===== config.mk =====
export PLATFORM = sky130hd
export DESIGN_NAME = pipe_hazard_ctrl_flat
export DESIGN_NICKNAME = d
export VERILOG_FILES = /design/src/rtl/pipe_pkg.sv /design/src/rtl/pipe_hazard_ctrl_if.sv /design/src/rtl/load_use_detect.sv /design/src/rtl/pipe_hazard_ctrl.sv /design/src/flat_wrapper.sv
export SDC_FILE = /design/constraint.sdc
export NUM_CORES = 1
export LEC_CHECK = 0
export CAP_MARGIN = 0
export CORE_MARGIN = 1.5
export CORE_UTILIZATION = 43
export CTS_CLUSTER_SIZE = 24
export DETAILED_ROUTE_END_ITERATION = 8
export PLACE_DENSITY = 0.79
export SYNTH_ARGS = -nofsm -noshare
export SYNTH_HDL_FRONTEND = slang
export SYNTH_SLANG_ARGS = --single-unit
export TNS_END_PERCENT = 30

===== constraint.sdc =====
create_clock -name clk -period 1.8 [get_ports clk]
set_input_delay 0.27 -clock clk [delete_from_list [all_inputs] [get_ports clk]]
set_output_delay 0.27 -clock clk [all_outputs]
set_load 0.005 [all_outputs]

===== src/rtl/pipe_pkg.sv =====
// Shared definitions for the pipeline hazard controller: FSM encoding, counter
// widths and the bundle of pipeline-register controls with its builders.
package pipe_pkg;

  localparam int unsigned REG_ADDR_W  = 5;
  localparam int unsigned WAIT_CNT_W  = 8;
  localparam int unsigned STALL_CNT_W = 32;

  typedef enum logic [1:0] {
    ST_RUN      = 2'd0,
    ST_MEM_WAIT = 2'd1,
    ST_ERR      = 2'd2
  } state_e;

  typedef struct packed {
    logic pc_en;
    logic if_id_en;
    logic id_ex_en;
    logic ex_mem_en;
    logic mem_wb_en;
    logic if_id_flush;
    logic id_ex_flush;
    logic ex_mem_flush;
    logic mem_wb_flush;
  } pipe_ctrl_t;

  // Normal flow; a redirect squashes the wrong-path instructions and wins over
  // a load-use stall, which would otherwise hold IF/ID and bubble ID/EX.
  function automatic pipe_ctrl_t run_ctrl(input logic redirect, input logic lu);
    pipe_ctrl_t c;
    c.pc_en        = 1'b1;
    c.if_id_en     = 1'b1;
    c.id_ex_en     = 1'b1;
    c.ex_mem_en    = 1'b1;
    c.mem_wb_en    = 1'b1;
    c.if_id_flush  = 1'b0;
    c.id_ex_flush  = 1'b0;
    c.ex_mem_flush = 1'b0;
    c.mem_wb_flush = 1'b0;
    if (redirect) begin
      c.if_id_flush = 1'b1;
      c.id_ex_flush = 1'b1;
    end else if (lu) begin
      c.pc_en       = 1'b0;
      c.if_id_en    = 1'b0;
      c.id_ex_flush = 1'b1;
    end else begin
      c.pc_en = 1'b1;
    end
    return c;
  endfunction

  // Freeze the front of the pipe and bubble MEM/WB; wb_en=0 freezes it too.
  function automatic pipe_ctrl_t hold_ctrl(input logic wb_en);
    pipe_ctrl_t c;
    c.pc_en        = 1'b0;
    c.if_id_en     = 1'b0;
    c.id_ex_en     = 1'b0;
    c.ex_mem_en    = 1'b0;
    c.mem_wb_en    = wb_en;
    c.if_id_flush  = 1'b0;
    c.id_ex_flush  = 1'b0;
    c.ex_mem_flush = 1'b0;
    c.mem_wb_flush = 1'b1;
    return c;
  endfunction

endpackage


===== src/rtl/pipe_hazard_ctrl_if.sv =====
// Signal bundle between the pipeline datapath (master) and the hazard
// controller (slave).
interface pipe_hazard_ctrl_if;
  import pipe_pkg::*;

  logic [REG_ADDR_W-1:0] id_rs1;
  logic [REG_ADDR_W-1:0] id_rs2;
  logic [REG_ADDR_W-1:0] ex_rd;
  logic                  ex_mem_read;
  logic                  ex_redirect;
  logic                  mem_req;
  logic                  dmem_ready;

  logic pc_en;
  logic if_id_en;
  logic id_ex_en;
  logic ex_mem_en;
  logic mem_wb_en;
  logic if_id_flush;
  logic id_ex_flush;
  logic ex_mem_flush;
  logic mem_wb_flush;
  logic dmem_valid;
  logic bus_err;

  modport master (
    output id_rs1, id_rs2, ex_rd, ex_mem_read, ex_redirect, mem_req, dmem_ready,
    input  pc_en, if_id_en, id_ex_en, ex_mem_en, mem_wb_en,
    input  if_id_flush, id_ex_flush, ex_mem_flush, mem_wb_flush,
    input  dmem_valid, bus_err
  );

  modport slave (
    input  id_rs1, id_rs2, ex_rd, ex_mem_read, ex_redirect, mem_req, dmem_ready,
    output pc_en, if_id_en, id_ex_en, ex_mem_en, mem_wb_en,
    output if_id_flush, id_ex_flush, ex_mem_flush, mem_wb_flush,
    output dmem_valid, bus_err
  );

endinterface


===== src/rtl/load_use_detect.sv =====
// Combinational load-use hazard detector: the load in EX writes a register
// that the instruction in ID reads (x0 never creates a dependency).
module load_use_detect
  import pipe_pkg::*;
(
  input  logic [REG_ADDR_W-1:0] id_rs1_i,
  input  logic [REG_ADDR_W-1:0] id_rs2_i,
  input  logic [REG_ADDR_W-1:0] ex_rd_i,
  input  logic                  ex_mem_read_i,
  output logic                  lu_o
);

  // Dependency compare against both source operands
  always_comb begin
    lu_o = 1'b0;
    if (ex_mem_read_i && (ex_rd_i != 5'd0)) begin
      lu_o = (ex_rd_i == id_rs1_i) || (ex_rd_i == id_rs2_i);
    end else begin
      lu_o = 1'b0;
    end
  end

endmodule


===== src/rtl/pipe_hazard_ctrl.sv =====
// Pipeline hazard controller: load-use stall, redirect flush and data-memory
// wait FSM with timeout. Define PIPE_STALL_CNT_EN to add the stall_cnt output.
module pipe_hazard_ctrl
  import pipe_pkg::*;
#(
  parameter int unsigned MEM_TIMEOUT = 255
) (
  input  logic                   clk,
  input  logic                   rst_n,
  pipe_hazard_ctrl_if.slave      bus
`ifdef PIPE_STALL_CNT_EN
  ,
  output logic [STALL_CNT_W-1:0] stall_cnt
`endif
);

  localparam logic [WAIT_CNT_W-1:0] TIMEOUT_C = WAIT_CNT_W'(MEM_TIMEOUT);
  localparam logic [WAIT_CNT_W-1:0] CNT_ONE_C = {{(WAIT_CNT_W-1){1'b0}}, 1'b1};

  state_e                  state_q, state_d;
  logic [WAIT_CNT_W-1:0]   wait_cnt_q, wait_cnt_d;
  logic                    bus_err_q, bus_err_d;
  logic                    lu_s;
  logic                    mem_stall_s;
  logic                    dmem_valid_s;
  pipe_ctrl_t              ctrl_s;

  load_use_detect u_lu (
    .id_rs1_i      (bus.id_rs1),
    .id_rs2_i      (bus.id_rs2),
    .ex_rd_i       (bus.ex_rd),
    .ex_mem_read_i (bus.ex_mem_read),
    .lu_o          (lu_s)
  );

  assign mem_stall_s = bus.mem_req && !bus.dmem_ready;

  // State, wait counter and sticky error register
  always_ff @(posedge clk or negedge rst_n) begin
    if (!rst_n) begin
      state_q    <= ST_RUN;
      wait_cnt_q <= '0;
      bus_err_q  <= 1'b0;
    end else begin
      state_q    <= state_d;
      wait_cnt_q <= wait_cnt_d;
      bus_err_q  <= bus_err_d;
    end
  end

  // Next-state logic; a ready in the timeout cycle still completes the access
  always_comb begin
    state_d    = state_q;
    wait_cnt_d = wait_cnt_q;
    bus_err_d  = bus_err_q;
    case (state_q)
      ST_RUN: begin
        if (mem_stall_s) begin
          state_d    = ST_MEM_WAIT;
          wait_cnt_d = '0;
        end else begin
          state_d = ST_RUN;
        end
      end
      ST_MEM_WAIT: begin
        if (bus.dmem_ready) begin
          state_d = ST_RUN;
        end else if (wait_cnt_q >= TIMEOUT_C) begin
          state_d   = ST_ERR;
          bus_err_d = 1'b1;
        end else begin
          wait_cnt_d = wait_cnt_q + CNT_ONE_C;
        end
      end
      ST_ERR: begin
        state_d   = ST_ERR;
        bus_err_d = 1'b1;
      end
      default: begin
        state_d    = ST_RUN;
        wait_cnt_d = '0;
      end
    endcase
  end

  // Output decode; redirect and load-use only matter once memory is not stalling
  always_comb begin
    ctrl_s       = run_ctrl(1'b0, 1'b0);
    dmem_valid_s = 1'b0;
    case (state_q)
      ST_RUN, ST_MEM_WAIT: begin
        if (mem_stall_s || (state_q == ST_MEM_WAIT && !bus.dmem_ready)) begin
          ctrl_s = hold_ctrl(1'b1);
        end else begin
          ctrl_s = run_ctrl(bus.ex_redirect, lu_s);
        end
        dmem_valid_s = bus.mem_req;
      end
      ST_ERR: begin
        ctrl_s       = hold_ctrl(1'b0);
        dmem_valid_s = 1'b0;
      end
      default: begin
        ctrl_s       = hold_ctrl(1'b0);
        dmem_valid_s = 1'b0;
      end
    endcase
  end

  assign bus.pc_en        = ctrl_s.pc_en;
  assign bus.if_id_en     = ctrl_s.if_id_en;
  assign bus.id_ex_en     = ctrl_s.id_ex_en;
  assign bus.ex_mem_en    = ctrl_s.ex_mem_en;
  assign bus.mem_wb_en    = ctrl_s.mem_wb_en;
  assign bus.if_id_flush  = ctrl_s.if_id_flush;
  assign bus.id_ex_flush  = ctrl_s.id_ex_flush;
  assign bus.ex_mem_flush = ctrl_s.ex_mem_flush;
  assign bus.mem_wb_flush = ctrl_s.mem_wb_flush;
  // An access in flight is dropped the moment reset asserts
  assign bus.dmem_valid   = dmem_valid_s && rst_n;
  assign bus.bus_err      = bus_err_q;

`ifdef PIPE_STALL_CNT_EN
  logic [STALL_CNT_W-1:0] stall_cnt_q, stall_cnt_d;

  // Free-running stall counter, wraps naturally
  always_comb begin
    if (ctrl_s.pc_en) begin
      stall_cnt_d = stall_cnt_q;
    end else begin
      stall_cnt_d = stall_cnt_q + 32'd1;
    end
  end

  // Stall counter register
  always_ff @(posedge clk or negedge rst_n) begin
    if (!rst_n) begin
      stall_cnt_q <= 32'd0;
    end else begin
      stall_cnt_q <= stall_cnt_d;
    end
  end

  assign stall_cnt = stall_cnt_q;
`endif

endmodule


===== src/flat_wrapper.sv =====
// flat-port wrapper written by rule: the top's interface ports become plain ports
module pipe_hazard_ctrl_flat import pipe_pkg::*;
#(
  parameter int unsigned MEM_TIMEOUT = 255
)
  (clk, rst_n, bus_id_rs1, bus_id_rs2, bus_ex_rd, bus_ex_mem_read, bus_ex_redirect, bus_mem_req, bus_dmem_ready, bus_pc_en, bus_if_id_en, bus_id_ex_en, bus_ex_mem_en, bus_mem_wb_en, bus_if_id_flush, bus_id_ex_flush, bus_ex_mem_flush, bus_mem_wb_flush, bus_dmem_valid, bus_bus_err);
  pipe_hazard_ctrl_if bus_i ();
  input  logic clk;
  input  logic rst_n;
  input wire logic [$bits(bus_i.id_rs1)-1:0] bus_id_rs1;
  input wire logic [$bits(bus_i.id_rs2)-1:0] bus_id_rs2;
  input wire logic [$bits(bus_i.ex_rd)-1:0] bus_ex_rd;
  input wire logic [$bits(bus_i.ex_mem_read)-1:0] bus_ex_mem_read;
  input wire logic [$bits(bus_i.ex_redirect)-1:0] bus_ex_redirect;
  input wire logic [$bits(bus_i.mem_req)-1:0] bus_mem_req;
  input wire logic [$bits(bus_i.dmem_ready)-1:0] bus_dmem_ready;
  output wire logic [$bits(bus_i.pc_en)-1:0] bus_pc_en;
  output wire logic [$bits(bus_i.if_id_en)-1:0] bus_if_id_en;
  output wire logic [$bits(bus_i.id_ex_en)-1:0] bus_id_ex_en;
  output wire logic [$bits(bus_i.ex_mem_en)-1:0] bus_ex_mem_en;
  output wire logic [$bits(bus_i.mem_wb_en)-1:0] bus_mem_wb_en;
  output wire logic [$bits(bus_i.if_id_flush)-1:0] bus_if_id_flush;
  output wire logic [$bits(bus_i.id_ex_flush)-1:0] bus_id_ex_flush;
  output wire logic [$bits(bus_i.ex_mem_flush)-1:0] bus_ex_mem_flush;
  output wire logic [$bits(bus_i.mem_wb_flush)-1:0] bus_mem_wb_flush;
  output wire logic [$bits(bus_i.dmem_valid)-1:0] bus_dmem_valid;
  output wire logic [$bits(bus_i.bus_err)-1:0] bus_bus_err;
  assign bus_i.id_rs1 = bus_id_rs1;
  assign bus_i.id_rs2 = bus_id_rs2;
  assign bus_i.ex_rd = bus_ex_rd;
  assign bus_i.ex_mem_read = bus_ex_mem_read;
  assign bus_i.ex_redirect = bus_ex_redirect;
  assign bus_i.mem_req = bus_mem_req;
  assign bus_i.dmem_ready = bus_dmem_ready;
  assign bus_pc_en = bus_i.pc_en;
  assign bus_if_id_en = bus_i.if_id_en;
  assign bus_id_ex_en = bus_i.id_ex_en;
  assign bus_ex_mem_en = bus_i.ex_mem_en;
  assign bus_mem_wb_en = bus_i.mem_wb_en;
  assign bus_if_id_flush = bus_i.if_id_flush;
  assign bus_id_ex_flush = bus_i.id_ex_flush;
  assign bus_ex_mem_flush = bus_i.ex_mem_flush;
  assign bus_mem_wb_flush = bus_i.mem_wb_flush;
  assign bus_dmem_valid = bus_i.dmem_valid;
  assign bus_bus_err = bus_i.bus_err;
  pipe_hazard_ctrl #(.MEM_TIMEOUT(MEM_TIMEOUT)) u_core (.clk(clk), .rst_n(rst_n), .bus(bus_i));
endmodule

==> results.toml <==
[clock_network]
clk_latency_ns = 0.28
cts-root-buf = "clkbuf_4"
tritoncts = "built"
cts_hold_buf = 0
numCtsBuffers = 3
clkTransAtPathRegs_ns = 0.07
clockBufferDepth = 2
cts.sinks = 11
cts_max_level = 1

[timing]
min_period_ns = 1.80
finalSetupViolCount = 0
clock.fmax_mhz = 556
finalCritPeriodShare_pct = 99.9
slew_viol_final = 0
hold_viol = 0
rsz0062_at_grt = "true"
timing.final.ws_setup_ns = 0.00159
finClkSkew_ns = 0.00113
fin_setup_tns_ns = 0

[grt]
grt_first_pass_wirelength_mm = 3.58
grt_overflow = 0
grt_max_degree = 14
grtUsageTotal_pct = 23.8
antenna_found_initial = 0
grt_pass1_vias = 774

[critical_path]
r2r_setup_slack_ns = 0.26
end_kind = "output port"
crit_arrival_ns = 1.53
r2r-end = "u_core.wait_cnt_q[0]"
cp-startpoint = "bus_ex_rd[1]"
crit_path_start_kind = "input port"
criticalPathCategory = "in2out"
reg2reg_from = "u_core.wait_cnt_q[0]"
crit_fanout = 2
required_ns = 1.53
reg2reg_depth = 5
endpoint = "bus_pc_en"

[place]
post-place-cells = 156
gp_congestion = 0.857
portBuffers = 30
dpl.hpwl_mm = 1.83
dp_slack_ns = -0.555

[logic_synthesis]
syn_area_per_cell_um2 = 8.72
synth_area_um2 = 837
async_reset_ff_share_pct = 100
synth-edff-count = 0
synthTopCellsByArea = "dfrtp_1 33%, xor2_1 10%, o21ai_0 6.0%"
seq_area_frac_synth_pct = 32.9
synthesis.instances = 96
ys_warn_count = 0
synth_seq_cells = 11
synth_fp_nets = 118
ys_types = 40
synth_top_area_share_pct = 32.9
synth_area_leader_cell = "dfrtp_1"
ys.flop_type = "dfrtp_1"

[layout]
layout.cells.non_filler = 161
drive_above_1_share_pct = 25.7
seq_area_um2 = 275
fill_cells = 134
antenna_cells = 0
nets = 159
fin_util_pct = 72.0
final_cell_mix = "11 x buf_4, 11 x dfrtp_1, 10 x o21ai_0"
multi_input_area_um2 = 534
areaGrowthSynthToFinish_pct = 53.4

[drt]
drtAntennaViolNets = 0
drc = 0
finalWirelength_mm = 2.49
wl_per_cell_um = 15.5
vias_per_cell = 5.36
drt_iter0_markers = 32
vias = 863
first_pass_iters = 4

[die]
ios = 32
die_h_um = 47.1
rows = 15
die_x_um = 47.1
die_area_um2 = 2220
start_util_pct = 46.9
core_area_um2 = 1780

[power]
p_total_mw = 0.628
vdd_drop_max_mv = 0.501
p_leak_nw = 0.637
power.density_nw_per_um2 = 489

[run]
cap_viol_max_count = 0

[worst_hold_path]
hold_class = "in2async"

[outcome]
status = "completed"
## area by class of cell
cell class	count	area share [%]
Inverter	7	2.24
Multi-Input combinational cell	72	41.6
Sequential cell	11	21.4
Clock inverter	1	0.390
Tap cell	25	2.44
Clock buffer	3	1.75
Timing Repair Buffer	42	30.1
## report_power, final
| part | total (mW) | switching (mW) | leakage (nW) | internal, mW |
|---|---|---|---|---|
| registers | 0.269 | 0.0106 | 0.145 | 0.258 |
| clock network | 0.173 | 0.0905 | 0.0177 | 0.0826 |
| logic | 0.186 | 0.0868 | 0.475 | 0.0990 |
| total | 0.628 | 0.188 | 0.637 | 0.440 |
## routing by layer
layer  wire, um  share of wire, %  global-route usage (%)
met5          0                 0                       0
met3         98               3.9                    6.54
met2       1330                54                    37.8
met4         22              0.88                    8.89
met1       1040                42                    30.8
## worst max-delay path, stage by stage
cell and delay, ns:
dlygate4sd2_1 0.25, buf_4 0.15, xor2_1 0.15, nor2_1 0.15, a22oi_2 0.12, o31a_1 0.30
buf_2 0.13
## worst min-delay path by stage
stage                                   from                    to  depth (start not counted)
after floorplan                        rst_n    u_core.bus.bus_err                          0
after global placement    u_core.bus.bus_err    u_core.bus.bus_err                          2
after detailed placement  u_core.bus.bus_err    u_core.bus.bus_err                          2
after CTS                              rst_n  u_core.wait_cnt_q[4]                          2
after global routing                   rst_n  u_core.wait_cnt_q[4]                          2
final                                  rst_n  u_core.wait_cnt_q[7]                          2
## repair_timing
item,CTS,global route
pin swaps,7,11
buffers inserted,1,0
resized for setup,30,15
setup endpoints to repair,8,4
endpoints found under the hold margin,0,0
## flip-flops by register name (all words and copies together) (netlist names)
signal and cells:
u_core.wait_cnt_q 8, u_core.bus.bus_err 1, u_core.state_q 2
## synth_stat cells (3+ instances only)
cell type,instances
dfrtp_1,11
o21ai_0,10
xor2_1,10
buf_4,5
inv_1,5
nor2_1,5
and2_1,4
nand2_1,4
a31oi_1,3
nand3_1,3
## per-stage QoR
step / hold slack (ns) / area, um2
finish: 0.316 / 1280
global route: 0.326 / 1280
CTS: 0.318 / 1250
detailed placement: 0.465 / 1210
global placement: 0.456 / 1210
floorplan: -0.0256 / 837
## cells by family after synthesis
group / count (synthesis) / share of synthesized area (%)
buf+inv: 13 / 8.52
fa+ha+maj: 1 / 1.49
flops: 11 / 32.9
xor+xnor: 10 / 10.5
other cells: 1 / 0.448
compound gates: 31 / 26.2
simple gates: 29 / 20.0
Note: power is estimated with default switching activity, not from simulation.
